`src/rtl/key_device.sv`:
```
// key_device: memory-mapped pushbutton controller.
//   KDATA (ADDRKDATA): accepted key state, 1 = pressed, in bits [3:0].
//   KCTRL (ADDRKCTRL): bit0 READY, bit2 OVERRUN, bit8 IE.
// Build option: define KEY_DEBOUNCE_EN to add a per-key stability counter
// of DEBOUNCE_CYCLES clocks; otherwise the synchronized keys are accepted
// every cycle.
module key_device #(
    parameter int              DBITS           = 32,
    parameter logic [DBITS-1:0] ADDRKDATA      = 32'hFFFFF080,
    parameter logic [DBITS-1:0] ADDRKCTRL      = 32'hFFFFF084,
    parameter int              DEBOUNCE_CYCLES = 500000
) (
    input  logic             clk,
    input  logic             RESET_N,
    input  logic [3:0]       KEY,
    input  logic [DBITS-1:0] memaddr_M,
    input  logic             rdmem_M,
    input  logic             wrmem_M,
    input  logic [DBITS-1:0] wmemval_M,
    output logic             sel,
    output logic [DBITS-1:0] rdata,
    output logic             irq
);

    logic [3:0] sync_meta;
    logic [3:0] sync_key;
    logic [3:0] kstate;
    logic [3:0] kstate_next;
    logic       change_evt;
    logic       sel_data;
    logic       sel_ctrl;
    logic       rd_kdata;
    logic       wr_kctrl;
    logic       ready;
    logic       overrun;
    logic       ie;
    logic       unused_wdata;

    assign sel_data   = (memaddr_M == ADDRKDATA);
    assign sel_ctrl   = (memaddr_M == ADDRKCTRL);
    assign sel        = sel_data | sel_ctrl;
    assign rd_kdata   = sel_data & rdmem_M;
    assign wr_kctrl   = sel_ctrl & wrmem_M;
    assign change_evt = (kstate_next != kstate);

    // Only wmemval_M[2] and [8] carry meaning; the rest is deliberately dropped.
    assign unused_wdata = ^wmemval_M;

    // Two-flop synchronizer. The inversion happens at the input so that the
    // cleared (reset) value means "released" and a release after reset is not
    // mistaken for a press.
    always_ff @(posedge clk or negedge RESET_N) begin
        if (!RESET_N) begin
            sync_meta <= '0;
            sync_key  <= '0;
        end else begin
            sync_meta <= ~KEY;
            sync_key  <= sync_meta;
        end
    end

`ifdef KEY_DEBOUNCE_EN
    localparam int CW = (DEBOUNCE_CYCLES > 1) ? $clog2(DEBOUNCE_CYCLES) : 1;
    localparam logic [CW-1:0] CNT_LAST = CW'(DEBOUNCE_CYCLES - 1);

    logic [CW-1:0] db_cnt [4];
    logic [3:0]    db_done;

    // A key bit is accepted once it has disagreed with KSTATE for the full window.
    always_comb begin
        db_done     = '0;
        kstate_next = kstate;
        for (int i = 0; i < 4; i++) begin
            db_done[i] = (sync_key[i] != kstate[i]) && (db_cnt[i] == CNT_LAST);
            if (db_done[i]) begin
                kstate_next[i] = sync_key[i];
            end
        end
    end

    // Per-key stability counters; they restart on agreement or acceptance, so never wrap.
    always_ff @(posedge clk or negedge RESET_N) begin
        if (!RESET_N) begin
            for (int i = 0; i < 4; i++) begin
                db_cnt[i] <= '0;
            end
        end else begin
            for (int i = 0; i < 4; i++) begin
                if ((sync_key[i] == kstate[i]) || db_done[i]) begin
                    db_cnt[i] <= '0;
                end else begin
                    db_cnt[i] <= db_cnt[i] + CW'(1);
                end
            end
        end
    end
`else
    localparam int unused_debounce = DEBOUNCE_CYCLES;

    assign kstate_next = sync_key;
`endif

    // Accepted key state.
    always_ff @(posedge clk or negedge RESET_N) begin
        if (!RESET_N) begin
            kstate <= '0;
        end else begin
            kstate <= kstate_next;
        end
    end

    // Status flags: a change event beats a KDATA read for READY, and a new
    // overrun beats a clearing KCTRL write.
    always_ff @(posedge clk or negedge RESET_N) begin
        if (!RESET_N) begin
            ready   <= 1'b0;
            overrun <= 1'b0;
            ie      <= 1'b0;
        end else begin
            if (change_evt) begin
                ready <= 1'b1;
            end else if (rd_kdata) begin
                ready <= 1'b0;
            end

            if (change_evt && ready && !rd_kdata) begin
                overrun <= 1'b1;
            end else if (wr_kctrl && !wmemval_M[2]) begin
                overrun <= 1'b0;
            end

            if (wr_kctrl) begin
                ie <= wmemval_M[8];
            end
        end
    end

    // Zero-latency read mux.
    always_comb begin
        rdata = '0;
        if (sel_data) begin
            rdata[3:0] = kstate;
        end else if (sel_ctrl) begin
            rdata[0] = ready;
            rdata[2] = overrun;
            rdata[8] = ie;
        end
    end

    assign irq = ie & ready;

endmodule

```
`config.mk`:
```
export PLATFORM = sky130hd
export DESIGN_NAME = key_device
export DESIGN_NICKNAME = d
export VERILOG_FILES = /design/src/rtl/key_device.sv
export SDC_FILE = /design/constraint.sdc
export NUM_CORES = 1
export LEC_CHECK = 0
export BUFFER_PORTS_ARGS = -buffer_cell sky130_fd_sc_hd__buf_2
export CAP_MARGIN = 15
export CORE_ASPECT_RATIO = 1.25
export CORE_MARGIN = 2
export CORE_UTILIZATION = 32
export DETAILED_ROUTE_END_ITERATION = 8
export GPL_TIMING_DRIVEN = 0
export MAX_ROUTING_LAYER = met4
export PLACE_DENSITY = 0.8
export SKIP_CTS_REPAIR_TIMING = 1
export SLEW_MARGIN = 20
export SYNTH_ARGS = -nofsm -noshare
export SYNTH_HDL_FRONTEND = slang
export SYNTH_SLANG_ARGS = --single-unit
export TNS_END_PERCENT = 1
```
`constraint.sdc`:
```
create_clock -name clk -period 1.92 [get_ports clk]
set_clock_uncertainty 0.2 [all_clocks]
set_input_delay 0.096 -clock clk [delete_from_list [all_inputs] [get_ports clk]]
set_output_delay 0.096 -clock clk [all_outputs]
set_load 0.01 [all_outputs]
```
* Word-level counts from Yosys, hierarchy flattened *
Index checks and enable logic that the tools add are counted.
W data, S select, Z words.

word-level totals
  flip-flop bits (word level) = 15
  logic and storage cells = 33

operators by class
  eq/ne operators = 3
  mux-type cells = 12
  reductions and logical operators = 7
  bitwise operators = 5

operators by type and width
  operator                count
  $eq A32 B32 Y1 const B  2
  $mux W1                 12
  $ne A4 B4 Y1            1
  $not A4 Y4              1
  $reduce_bool A2 Y1      2
  $and A1 B1 Y1           3
  $logic_and A1 B1 Y1     3
  $logic_not A1 Y1        2
  $or A1 B1 Y1            1

* Depth between registers and ports, before layout *
  depth in word-level cells = 5
  mapped depth = 5
  mapped depth without buffers = 4

* Worst setup path after synthesis *
Ideal clock, no wire load.

  kind = input port to output port
  from = input port memaddr_M[8]
  to = output port rdata[1]
  arrival time = 1.477 ns
  buffers on the path = 0
  slack = 0.147 ns
  cell stages on the path = 4
  data required time = 1.624 ns
  cells stage by stage = or4b_4 -> nor4_4 -> nand2_1 -> nor3b_1

on the way
  cells in the longest elaborated chain, start to end = 2

ends and longest elaborated chain
  item             RTL line  text
  start, declared  16        input logic [DBITS-1:0] memaddr_M,
  $eq A32 B32 Y1   39        assign sel_data = (memaddr_M == ADDRKDATA);
  $mux W1          141       if (sel_data) begin
  end, declared    21        output logic [DBITS-1:0] rdata,

No other way between the ends.

* Worst setup path in the final report *
  from = input port memaddr_M[6]
  to = output port rdata[1]

The elaborated chain is that of the path after synthesis.

==> results.yml <==
run_status:
  status: "completed"
floorplanning:
  ios: 106
  dieHeight_um: 61.7
  fp-row-count: 20
  start_util_pct: 34.4
  dieArea_mm2: 0.00309
  die_w_um: 50.2
  coreArea_mm2: 0.00248
power:
  p_seq_share_pct: 50.3
  p_leak_nw: 0.779
  power_density_mw_per_mm2: 483
  combPwrFrac_pct: 23.0
  clkPwrFrac_pct: 26.7
  p_sw_mw: 0.171
  intPower_mw: 0.496
  ir_drop_mv: 0.412
  p_sw_share_pct: 25.6
placement:
  dpl.cell_count: 188
  io_buffers: 47
  placed_area_mm2: 0.00123
  dp_hpwl_um: 1660
  gp_congestion: 0.779
detailed_routing:
  avgRoutedWirePerCell_um: 10.2
  vias: 809
  drt_first_pass_iters: 3
  vias_per_cell: 3.99
  drc_errors: 0
  drt-initial-drc-count: 6
  drt_wl_total_um: 2070
  drtAntennaViolNets: 0
finish:
  finalInstanceArea_mm2: 0.00138
  antenna_cells: 0
  multi_input_area_um2: 364
  area_delta_synth_final_pct: 62.1
  fin_util_pct: 55.8
  drive_above_1_share_pct: 51.2
  nets: 243
  num-fill-cells: 209
  seqCellArea_um2: 375
  final-instance-count-excl-fill: 203
clock_tree:
  cts-root-buf: "clkbuf_4"
  htreeDepth: 1
  cts_tree: "built"
  cts_sinks: 15
  clkLatencyLatePin_ps: 290
  clk_pin_slew_worst_paths_ps: 80
  clock_path_buffers: 2
  cts_buffers: 3
global_route:
  antenna_found_initial: 0
  grt-ovfl-total: 0
  grt_pass1_wl_um: 2820
  grt_pass1_vias: 693
  grt_max_degree: 16
  grt_use_total_pct: 12.5
critical_path:
  crit_path_end_kind: "output port"
  critPathKind: "input pin to output port"
  max_stage_delay_ps: 540
  cp_max_fo: 6
  startpoint_type: "input pin"
  crit_slowest_cell: "or4b_4"
  required_ps: 1620
  cp_cell_sequence: "buf_6 -> or4b_4 -> nor4_4 -> nand2_2 -> nor3b_2 -> buf_2"
  arrival_ps: 1590
sta:
  whs_ps: 28.1
  rsz0062_at_grt: "true"
  slew_headroom_pct: 49.9
  fin_crit_sh_pct: 98.1
  max_freq_ghz: 0.531
  tightestPinTransition_ps: 745
  slew_violations: 0
  finalSetupViolations: 0
  finalHoldViolations: 0
  final.min_clock_period_ps: 1880
yosys:
  synth-seq-cells: 15
  netlist_top_cells_area: "dfrtp_1 44%, buf_4 24%, nand4_1 4.4%"
  synth_area_leader_cell: "dfrtp_1"
  synthCells: 82
  avgSynthCellArea_um2: 10.4
  seq_area_frac_synth_pct: 44.1
  ys_warn_count: 0
  syn_area_um2: 852
  synth_top_area_share_pct: 44.1
  synth_cell_type_count: 22
flow_run:
  cap_violations: 0
min_path:
  hold_class: "input pin to register"
==> worst max-delay path: cells and delay by family <==
kind	cells	cell delay, ps
buffers and inverters	2	240
AND/OR/NAND/NOR	4	1260
==> sequential cells by signal, summed over array words and instances, names as in the netlist <==
register / flops
kstate_next: 4
ready: 1
sync_meta: 4
kstate: 4
overrun: 1
ie: 1
==> logic make-up after synthesis <==
logic type      Yosys count  synth area share, %
compound gates            2                 2.06
xor+xnor                  4                 4.11
flops                    15                 44.1
buf+inv                  33                 26.6
simple gates             24                 19.1
mux                       3                 3.67
other cells               1                0.440
==> power by group through the flow <==
stage	clock network, mW	registers [mW]	logic (mW)
after floorplan	0	0.340	0.0845
after global placement	0	0.341	0.130
after detailed placement	0	0.342	0.133
after CTS	0.182	0.336	0.133
after global routing	0.195	0.337	0.168
final	0.178	0.335	0.153
==> cell usage in the layout, fill, tap and decap left out, drive strengths merged, types with 3 or more instances in the layout <==
master       instances
dfrtp               15
conb                27
nand2                3
xnor2                4
nor2                 4
buf                 77
clkbuf               3
dlygate4sd3          9
nand4                6
inv                  5
==> synth_stat cells <==
| library cell | instances |
|---|---|
| nand4_1 | 6 |
| nor4_1 | 1 |
| a32o_1 | 1 |
| and2_1 | 1 |
| mux2i_1 | 2 |
| nor3b_1 | 2 |
| xnor2_1 | 4 |
| nand3_1 | 2 |
| dfrtp_1 | 15 |
| or4_1 | 1 |
| nand2_1 | 3 |
| a21o_1 | 1 |
| or4b_1 | 1 |
| buf_2 | 1 |
| or4b_4 | 1 |
| mux2_1 | 1 |
| inv_1 | 5 |
| buf_4 | 27 |
| nor4_4 | 1 |
| nor2_1 | 4 |
| conb_1 | 1 |
| nand4b_1 | 1 |
==> stage by stage <==
stage | setup TNS (ps) | power, mW | worst slack (ps)
global route | -123 | 0.700 | -67.4
global placement | -198 | 0.471 | -99.3
CTS | -304 | 0.651 | -140
finish | 0 | 0.667 | 36.7
detailed placement | -245 | 0.475 | -128
floorplan | 0 | 0.424 | 147
==> path summary, 6_finish.rpt <==
kind	from	endpoint	slack (ps)	cells after the start
min in group asynchronous	RESET_N	sync_meta[3]$_DFF_PN0_	40	2
hold reg to reg	sync_meta[2]$_DFF_PN0_	kstate_next[2]$_DFF_PN0_	150	0
max in group asynchronous	RESET_N	kstate[0]$_DFF_PN0_	1230	2
setup / recovery	memaddr_M[6]	rdata[1]	40	6
setup reg to reg	kstate[0]$_DFF_PN0_	overrun$_DFFE_PN0P_	640	3
hold / removal	memaddr_M[2]	ie$_DFFE_PN0P_	30	3
==> routing by layer <==
metal  wire length (um)  global-route usage, %  share of wire (%)  vias up
met3                281                   5.02                 14        2
met5                  0                      -                  0        -
met2               1030                   21.4                 50       58
li1                   -                      -                  -      397
met4                 20                   4.76               0.96        0
met1                741                   12.9                 36      352
==> final cells by class <==
cell class,count,share of cell area [%]
buffer,28,15.0
clock buffer,3,1.63
clock inverter,1,0.362
inverter,5,1.36
multi-input combinational,60,26.4
sequential,15,27.2
tap,33,2.99
timing repair buffer,58,25.1
Note: power is estimated with default switching activity, not from simulation.
